--- src/rtl/uart_tx.sv ---
// uart_tx: 8N1 (or 8N2) UART transmitter with a single-byte holding
// register. It accepts a byte while idle, serialises it LSB first behind a
// start bit and appends STOP_BITS stop bits. The line, ready and done
// outputs all come straight from flops.
module uart_tx #(
    parameter int CLKS_PER_BIT = 104,
    parameter int STOP_BITS    = 1
) (
    input  logic       clk,
    input  logic       rst,
    input  logic [7:0] tx_data,
    input  logic       tx_enable,
    output logic       tx_ready,
    output logic       tx_done,
    output logic       uart_txd
);

    // One counter serves every state. It is sized for the longest interval,
    // which is the whole stop period.
    localparam int STOP_CLKS = CLKS_PER_BIT * STOP_BITS;
    localparam int CNT_W     = $clog2(STOP_CLKS);

    localparam logic [CNT_W-1:0] BIT_LAST  = CNT_W'(CLKS_PER_BIT - 1);
    localparam logic [CNT_W-1:0] STOP_LAST = CNT_W'(STOP_CLKS - 1);
    localparam logic [CNT_W-1:0] CNT_ONE   = CNT_W'(1);

    typedef enum logic [1:0] {
        IDLE,
        START,
        DATA,
        STOP
    } state_e;

    state_e           state_q, state_d;
    logic [CNT_W-1:0] cnt_q, cnt_d;
    logic [2:0]       idx_q, idx_d;
    logic [7:0]       shift_q, shift_d;
    logic             txd_q, txd_d;
    logic             rdy_q, rdy_d;
    logic             done_q, done_d;

    // State, counters and registered outputs. Reset returns the line high
    // immediately, even if a frame is in flight.
    always_ff @(posedge clk or negedge rst) begin
        if (!rst) begin
            state_q <= IDLE;
            cnt_q   <= '0;
            idx_q   <= '0;
            shift_q <= '0;
            txd_q   <= 1'b1;
            rdy_q   <= 1'b1;
            done_q  <= 1'b0;
        end else begin
            state_q <= state_d;
            cnt_q   <= cnt_d;
            idx_q   <= idx_d;
            shift_q <= shift_d;
            txd_q   <= txd_d;
            rdy_q   <= rdy_d;
            done_q  <= done_d;
        end
    end

    // Next-state logic. The outputs are derived from the next state, so
    // the flopped line already shows the new bit in the cycle that follows
    // each transition.
    always_comb begin
        state_d = state_q;
        cnt_d   = cnt_q;
        idx_d   = idx_q;
        shift_d = shift_q;

        case (state_q)
            IDLE: begin
                // Requests are honoured only here. The byte is captured once
                // and is unaffected by later changes on tx_data.
                if (tx_enable) begin
                    state_d = START;
                    shift_d = tx_data;
                    cnt_d   = '0;
                end
            end
            START: begin
                if (cnt_q == BIT_LAST) begin
                    state_d = DATA;
                    cnt_d   = '0;
                    idx_d   = '0;
                end else begin
                    cnt_d = cnt_q + CNT_ONE;
                end
            end
            DATA: begin
                if (cnt_q == BIT_LAST) begin
                    cnt_d   = '0;
                    shift_d = shift_q >> 1;
                    if (idx_q == 3'd7) begin
                        state_d = STOP;
                        idx_d   = '0;
                    end else begin
                        idx_d = idx_q + 3'd1;
                    end
                end else begin
                    cnt_d = cnt_q + CNT_ONE;
                end
            end
            STOP: begin
                if (cnt_q == STOP_LAST) begin
                    state_d = IDLE;
                    cnt_d   = '0;
                end else begin
                    cnt_d = cnt_q + CNT_ONE;
                end
            end
            default: begin
                state_d = IDLE;
                cnt_d   = '0;
                idx_d   = '0;
            end
        endcase

        txd_d = 1'b1;
        if (state_d == START) begin
            txd_d = 1'b0;
        end else if (state_d == DATA) begin
            txd_d = shift_d[0];
        end
        rdy_d  = (state_d == IDLE);
        done_d = (state_q == STOP) && (state_d == IDLE);
    end

    assign uart_txd = txd_q;
    assign tx_ready = rdy_q;
    assign tx_done  = done_q;

endmodule

--- config.mk ---
export PLATFORM = sky130hd
export DESIGN_NAME = uart_tx
export DESIGN_NICKNAME = d
export VERILOG_FILES = /design/src/rtl/uart_tx.sv
export SDC_FILE = /design/constraint.sdc
export NUM_CORES = 1
export LEC_CHECK = 0
export ABC_AREA = 1
export CORE_MARGIN = 4
export CORE_UTILIZATION = 63
export DETAILED_ROUTE_END_ITERATION = 16
export DONT_BUFFER_PORTS = 1
export GPL_ROUTABILITY_DRIVEN = 0
export PLACE_DENSITY = 0.9
export SLEW_MARGIN = 25
export SYNTH_ARGS = -nofsm -noshare
export SYNTH_HDL_FRONTEND = slang
export SYNTH_SLANG_ARGS = --single-unit
export TNS_END_PERCENT = 5
--- constraint.sdc ---
create_clock -name clk -period 3.5 [get_ports clk]
set_input_delay 0.7 -clock clk [delete_from_list [all_inputs] [get_ports clk]]
set_output_delay 0.7 -clock clk [all_outputs]
set_load 0.02 [all_outputs]
==> results.yml, run 1 <==
status:
  status: "finished, final reports clean"
global_route:
  grt_pass1_vias: 888
  grt_use_total_pct: 19.6
  grt_max_degree: 24
  gr-total-overflow: 0
  grt_pass1_wl_um: 3850
  antenna_found_initial: 0
cells_and_area:
  layout-drive-gt1-share_pct: 14.2
  layout_common_cells: "27 x nand3_1, 21 x dfrtp_1, 18 x nand2_1, 14 x inv_1, 5 x nor2_1"
  final_common_cell: "nand3_1"
  layout.nets: 142
  n_fill_cell: 132
  n_antenna_cell: 0
  area_growth_pct: 3.43
clock_network:
  insertion_delay_ps: 300
  post-cts-setup-buffers: 0
  cts_buffer_depth: 2
  numClockSinks: 23
  postCtsHoldBufs: 0
  htree_levels: 1
  cts_tree: "built"
  root_buffer: "clkbuf_4"
  clkTransAtPathRegs_ps: 130
  numCtsBuffers: 3
  ctsResizeCount: 0
logic_synthesis:
  synth_cell_types: 27
  synthSimpleGateAreaFrac_pct: 28.2
  synth.net_count: 140
  synth-edff-count: 0
  ys_seq_area_share_pct: 51.2
  synth_top_family_by_area: "simple AND/OR/NAND/NOR gates"
  syn_area_per_cell_um2: 8.97
  synth-adder-area-share_pct: 3.32
  yosys_warnings: 0
  synth_compound_area_share_pct: 8.31
  syn_area_um2: 1130
  synth_mux_area_share_pct: 0
  synth-async-reset-ratio_pct: 100
  synth_top_area_share_pct: 46.5
  synth_area_leaders: "dfrtp_1 47%, nand3_1 12%, nand2_1 6.0%"
  synth_top_area_cell: "dfrtp_1"
  synth_ff_type: "dfrtp_1"
  ys_ff_latch: 23
  syn-instance-count: 126
  synthXorXnorAreaFrac_pct: 1.55
timing:
  tns_ps: 0
  setup_ws_ps: 1770
  max_slew.worst_pin.slew_ps: 440
  relSlewSlack_pct: 70.6
  max_freq_mhz: 578
  slew_viol_final: 0
  rsz0062_at_grt: "false"
  finClkSkew_ps: 4.02
  period_needed_ps: 1730
  hold_violations: 0
  setup_viol: 0
  fin_crit_sh_pct: 49.5
route:
  drc: 0
  avgRoutedWirePerCell_um: 14.3
  ant_nets: 0
  drt_first_pass_iters: 4
  drt_wl_total_um: 2170
  vias_per_cell: 5.88
  via_count: 894
  drtIter0Drc: 21
power:
  power_frac_seq_pct: 55.1
  p_leak_nw: 0.572
  irDropWorstVdd_v: 0.000451
  p_int_mw: 0.505
  p_sw_share_pct: 37.2
  p_comb_share_pct: 29.9
  powerDensity_nw_per_um2: 688
  pwr-share-clk_pct: 15.0
  power.total_mw: 0.804
  p_sw_mw: 0.300
die:
  dieHeight_um: 50.4
  coreArea_um2: 1710
  fp.dieArea_um2: 2540
  rows: 15
  io_pins: 14
  die_w_um: 50.4
  start_util_pct: 66.2
critical_path:
  cp_max_fo: 11
  crit_required_ps: 3750
  ff2ff_path_depth: 8
  critical_path_class: "reg -> reg"
  crit_path_end_kind: "flip-flop"
  arrival_ps: 1980
  start_kind: "flip-flop"
place:
  post-place-ws_ps: 1810
  dpl.hpwl_um: 1630
  numPortBuffers: 0
flow_run:
  max-cap-violations: 0
min_path:
  hp-class: "in -> async"
[synthesized netlist by cell type (all sizes together) (3+ instances only)]
library cell / n
nand3: 29
nand4: 3
o21ai: 5
nor2: 9
ha: 3
nand2: 20
inv: 17
o22ai: 3
dfrtp: 21
[cells by family after synthesis]
group           Yosys count
compound gates           14
flops                    23
xor+xnor                  2
simple gates             64
buf+inv                  20
fa+ha+maj                 3
[critical path: stages (launching register included)]
cell and delay [ps]:
dfrtp_1 450, nor2_2 390, inv_2 100, or2_1 340
nand2_2 120, inv_2 30, nand2_2 70, nand4_1 110
inv_1 70
[routing by layer]
layer  GRT usage, %  vias up  wire length (um)
met3           4.15        4               115
li1               -      429                 -
met4           4.93        0                29
met1           25.1      429               887
met5              0        -                 0
met2           33.7       32              1140
[final cells by class]
class	instances	area (um2)	share of cell area, %
Sequential cell	23	578	49.5
Clock inverter	1	5.00	0.428
Inverter	17	63.8	5.46
Clock buffer	3	22.5	1.93
Multi-Input combinational cell	83	468	40.0
Tap cell	25	31.3	2.68
[state kept, by name, indices dropped and copies added (netlist names)]
signal and cells:
cnt_q 7, tx_done 1, uart_txd 1, idx_q 3, shift_q 8, tx_ready 1
state_q 2
[through the flow]
stage,hold WS [ps],std cells,instance area [um2],util (%)
detailed placement,405,148,1140,66.8
floorplan,404,126,1130,-
global route,44.3,152,1170,68.4
CTS,65.3,152,1170,68.4
finish,67.5,152,1170,68.4
global placement,405,148,1140,66.8
[worst paths after layout]
check                             end  slack, ps        from
max                           tx_done       1770  state_q[1]
min                          idx_q[2]         70         rst
max reg2reg                   tx_done       1770  state_q[1]
min reg2reg                shift_q[1]        510  shift_q[2]
max in group asynchronous    tx_ready       3260         rst
min in group clk           shift_q[1]        510  shift_q[2]
[power by group through the flow]
stage	combinational, mW	sequential (mW)	clock, mW
final	0.240	0.443	0.121
after global routing	0.284	0.456	0.134
after CTS	0.240	0.442	0.124
after detailed placement	0.238	0.447	0
after global placement	0.225	0.441	0
after floorplan	0.199	0.432	0
Note: power is estimated with default switching activity, not from simulation.
==> inputs of run 2 (changes only) <==
--- a/config.mk
+++ b/config.mk
@@ -7,11 +7,11 @@
 export LEC_CHECK = 0
 export ABC_AREA = 1
 export CORE_MARGIN = 4
-export CORE_UTILIZATION = 63
+export CORE_UTILIZATION = 54
 export DETAILED_ROUTE_END_ITERATION = 16
 export DONT_BUFFER_PORTS = 1
 export GPL_ROUTABILITY_DRIVEN = 0
-export PLACE_DENSITY = 0.9
+export PLACE_DENSITY = 0.83
 export SLEW_MARGIN = 25
 export SYNTH_ARGS = -nofsm -noshare
 export SYNTH_HDL_FRONTEND = slang
==> constraint.sdc (replaced) <==
create_clock -name clk -period 1.4 [get_ports clk]
set_input_delay 0.28 -clock clk [delete_from_list [all_inputs] [get_ports clk]]
set_output_delay 0.28 -clock clk [all_outputs]
set_load 0.02 [all_outputs]
==> results.yml, run 2 (synthesized netlist as in run 1, its figures left out) <==
status:
  status: "complete, but fails checks"
  violations: "negative setup slack"
cells_and_area:
  fin_area_um2: 1260
  largest_register_ffs: 8
  area_growth_pct: 12.0
  fin_util_pct: 63.8
  layout-drive-gt1-share_pct: 21.6
  final_common_cell: "nand3_1"
  reg.largest.list: "shift_q: 8 flops, cnt_q: 7 flops, idx_q: 3 flops"
  layout.nets: 154
  n_antenna_cell: 0
  top_register: "shift_q"
  layout_common_cells: "27 x nand3_1, 21 x dfrtp_1, 17 x nand2_1, 14 x inv_1, 10 x buf_4"
  final_cells: 166
route:
  drc: 0
  avgRoutedWirePerCell_um: 12.8
  ant_nets: 0
  drt_first_pass_iters: 4
  via_count: 906
  vias_per_cell: 5.46
  drtIter0Drc: 29
  drt_wl_total_um: 2130
clock_network:
  htree_levels: 1
  cts_tree: "built"
  numClockSinks: 23
  clkTransAtPathRegs_ps: 120
  insertion_delay_ps: 300
  root_buffer: "clkbuf_4"
  numCtsBuffers: 3
  cts_buffer_depth: 2
die:
  rows: 16
  die_w_um: 53.7
  coreArea_um2: 1980
  start_util_pct: 57.0
  fp.dieArea_um2: 2890
  io_pins: 14
  dieHeight_um: 53.7
global_route:
  gr-usage-met1_pct: 22.7
  grt_busiest_layer: "met2"
  grt_pass1_vias: 875
  gr-total-overflow: 0
  grt_max_degree: 24
  grt_pass1_wl_um: 3660
  met2_usage_pct: 28.2
  grtUsageMet3_pct: 4.43
  grt_use_total_pct: 17.8
  antenna_found_initial: 0
power:
  irDropWorstVdd_v: 0.00118
  powerDensity_nw_per_um2: 1680
  power.total_mw: 2.12
  p_leak_nw: 0.621
critical_path:
  ff2ff_path_depth: 8
  arrival_ps: 1660
  critical_path_class: "reg -> reg"
  start_kind: "flip-flop"
  cp_max_fo: 6
  crit_required_ps: 1650
  crit_path_end_kind: "flip-flop"
timing:
  tns_ps: -5.72
  period_needed_ps: 1410
  setup_viol: 1
  max_freq_mhz: 711
  fin_crit_sh_pct: 100
  hold_violations: 0
  rsz0062_at_grt: "true"
  max_slew.worst_pin.slew_ps: 488
  relSlewSlack_pct: 67.4
  slew_viol_final: 0
  finClkSkew_ps: 2.60
  setup_ws_ps: -5.72
place:
  placedInstanceArea_um2: 1200
  dpl.hpwl_um: 1560
  numPortBuffers: 0
  dp_cells: 157
min_path:
  worstHoldPathCells: 2
  hp-class: "in -> reg"
flow_run:
  max-cap-violations: 0
==> run 2: cell types whose count changed in the layout (fill, tap and decap cells not counted), sizes merged <==
cell	previous run	this run
buf	0	11
clkbuf	3	4
clkinv	1	0
dlygate4sd3	0	1
==> run 2: stage by stage <==
stage / hold slack [ps] / worst slack (ps)
finish: 115 / -5.72
global route: 90.2 / -108
CTS: 106 / 17.5
detailed placement: -14.9 / -11.7
global placement: -15.0 / 38.6
floorplan: -15.6 / 52.3
==> run 2: layer usage <==
metal	vias to the layer above	share of wire, %
met4	0	0.61
met2	23	50
li1	447	-
met3	2	5.3
met1	434	44
met5	-	0
==> run 2: layout make-up <==
type,instances,area (um2)
Tap cell,27,33.8
Sequential cell,23,578
Timing Repair Buffer,12,90.1
Clock buffer,4,26.3
Fill cell,159,717
Multi-Input combinational cell,83,473
Inverter,17,63.8
==> run 2: timing repair <==
action / CTS / global route
gates resized for setup: 0 / 3
buffers inserted: 2 / 1
endpoints found under the hold margin: 23 / 21
pin swaps: 2 / 5
setup endpoints to repair: 13 / 20
hold buffers: 1 / 1
==> run 2: power by group <==
part	internal [mW]	switching [mW]
combinational	0.320	0.403
sequential	0.925	0.176
clock	0.111	0.185
==> run 2: worst max-delay path: stages, from the launching register on <==
cell and delay, ps:
dfrtp_1 380, ha_2 190, nand2_2 80, nor2_4 170, nand4_1 190, o21ai_2 120, nand2_1 80, nor2_1 90
nor2_1 50
==> run 2: final timing paths <==
kind                             from          to  slack (ps)
max in group asynchronous         rst    uart_txd         590
min reg2reg                shift_q[4]  shift_q[3]         510
max                          cnt_q[1]    uart_txd          -6
min                        tx_data[7]  shift_q[7]         110
min in group asynchronous         rst  state_q[1]         460
max reg2reg                  cnt_q[1]    uart_txd          -6
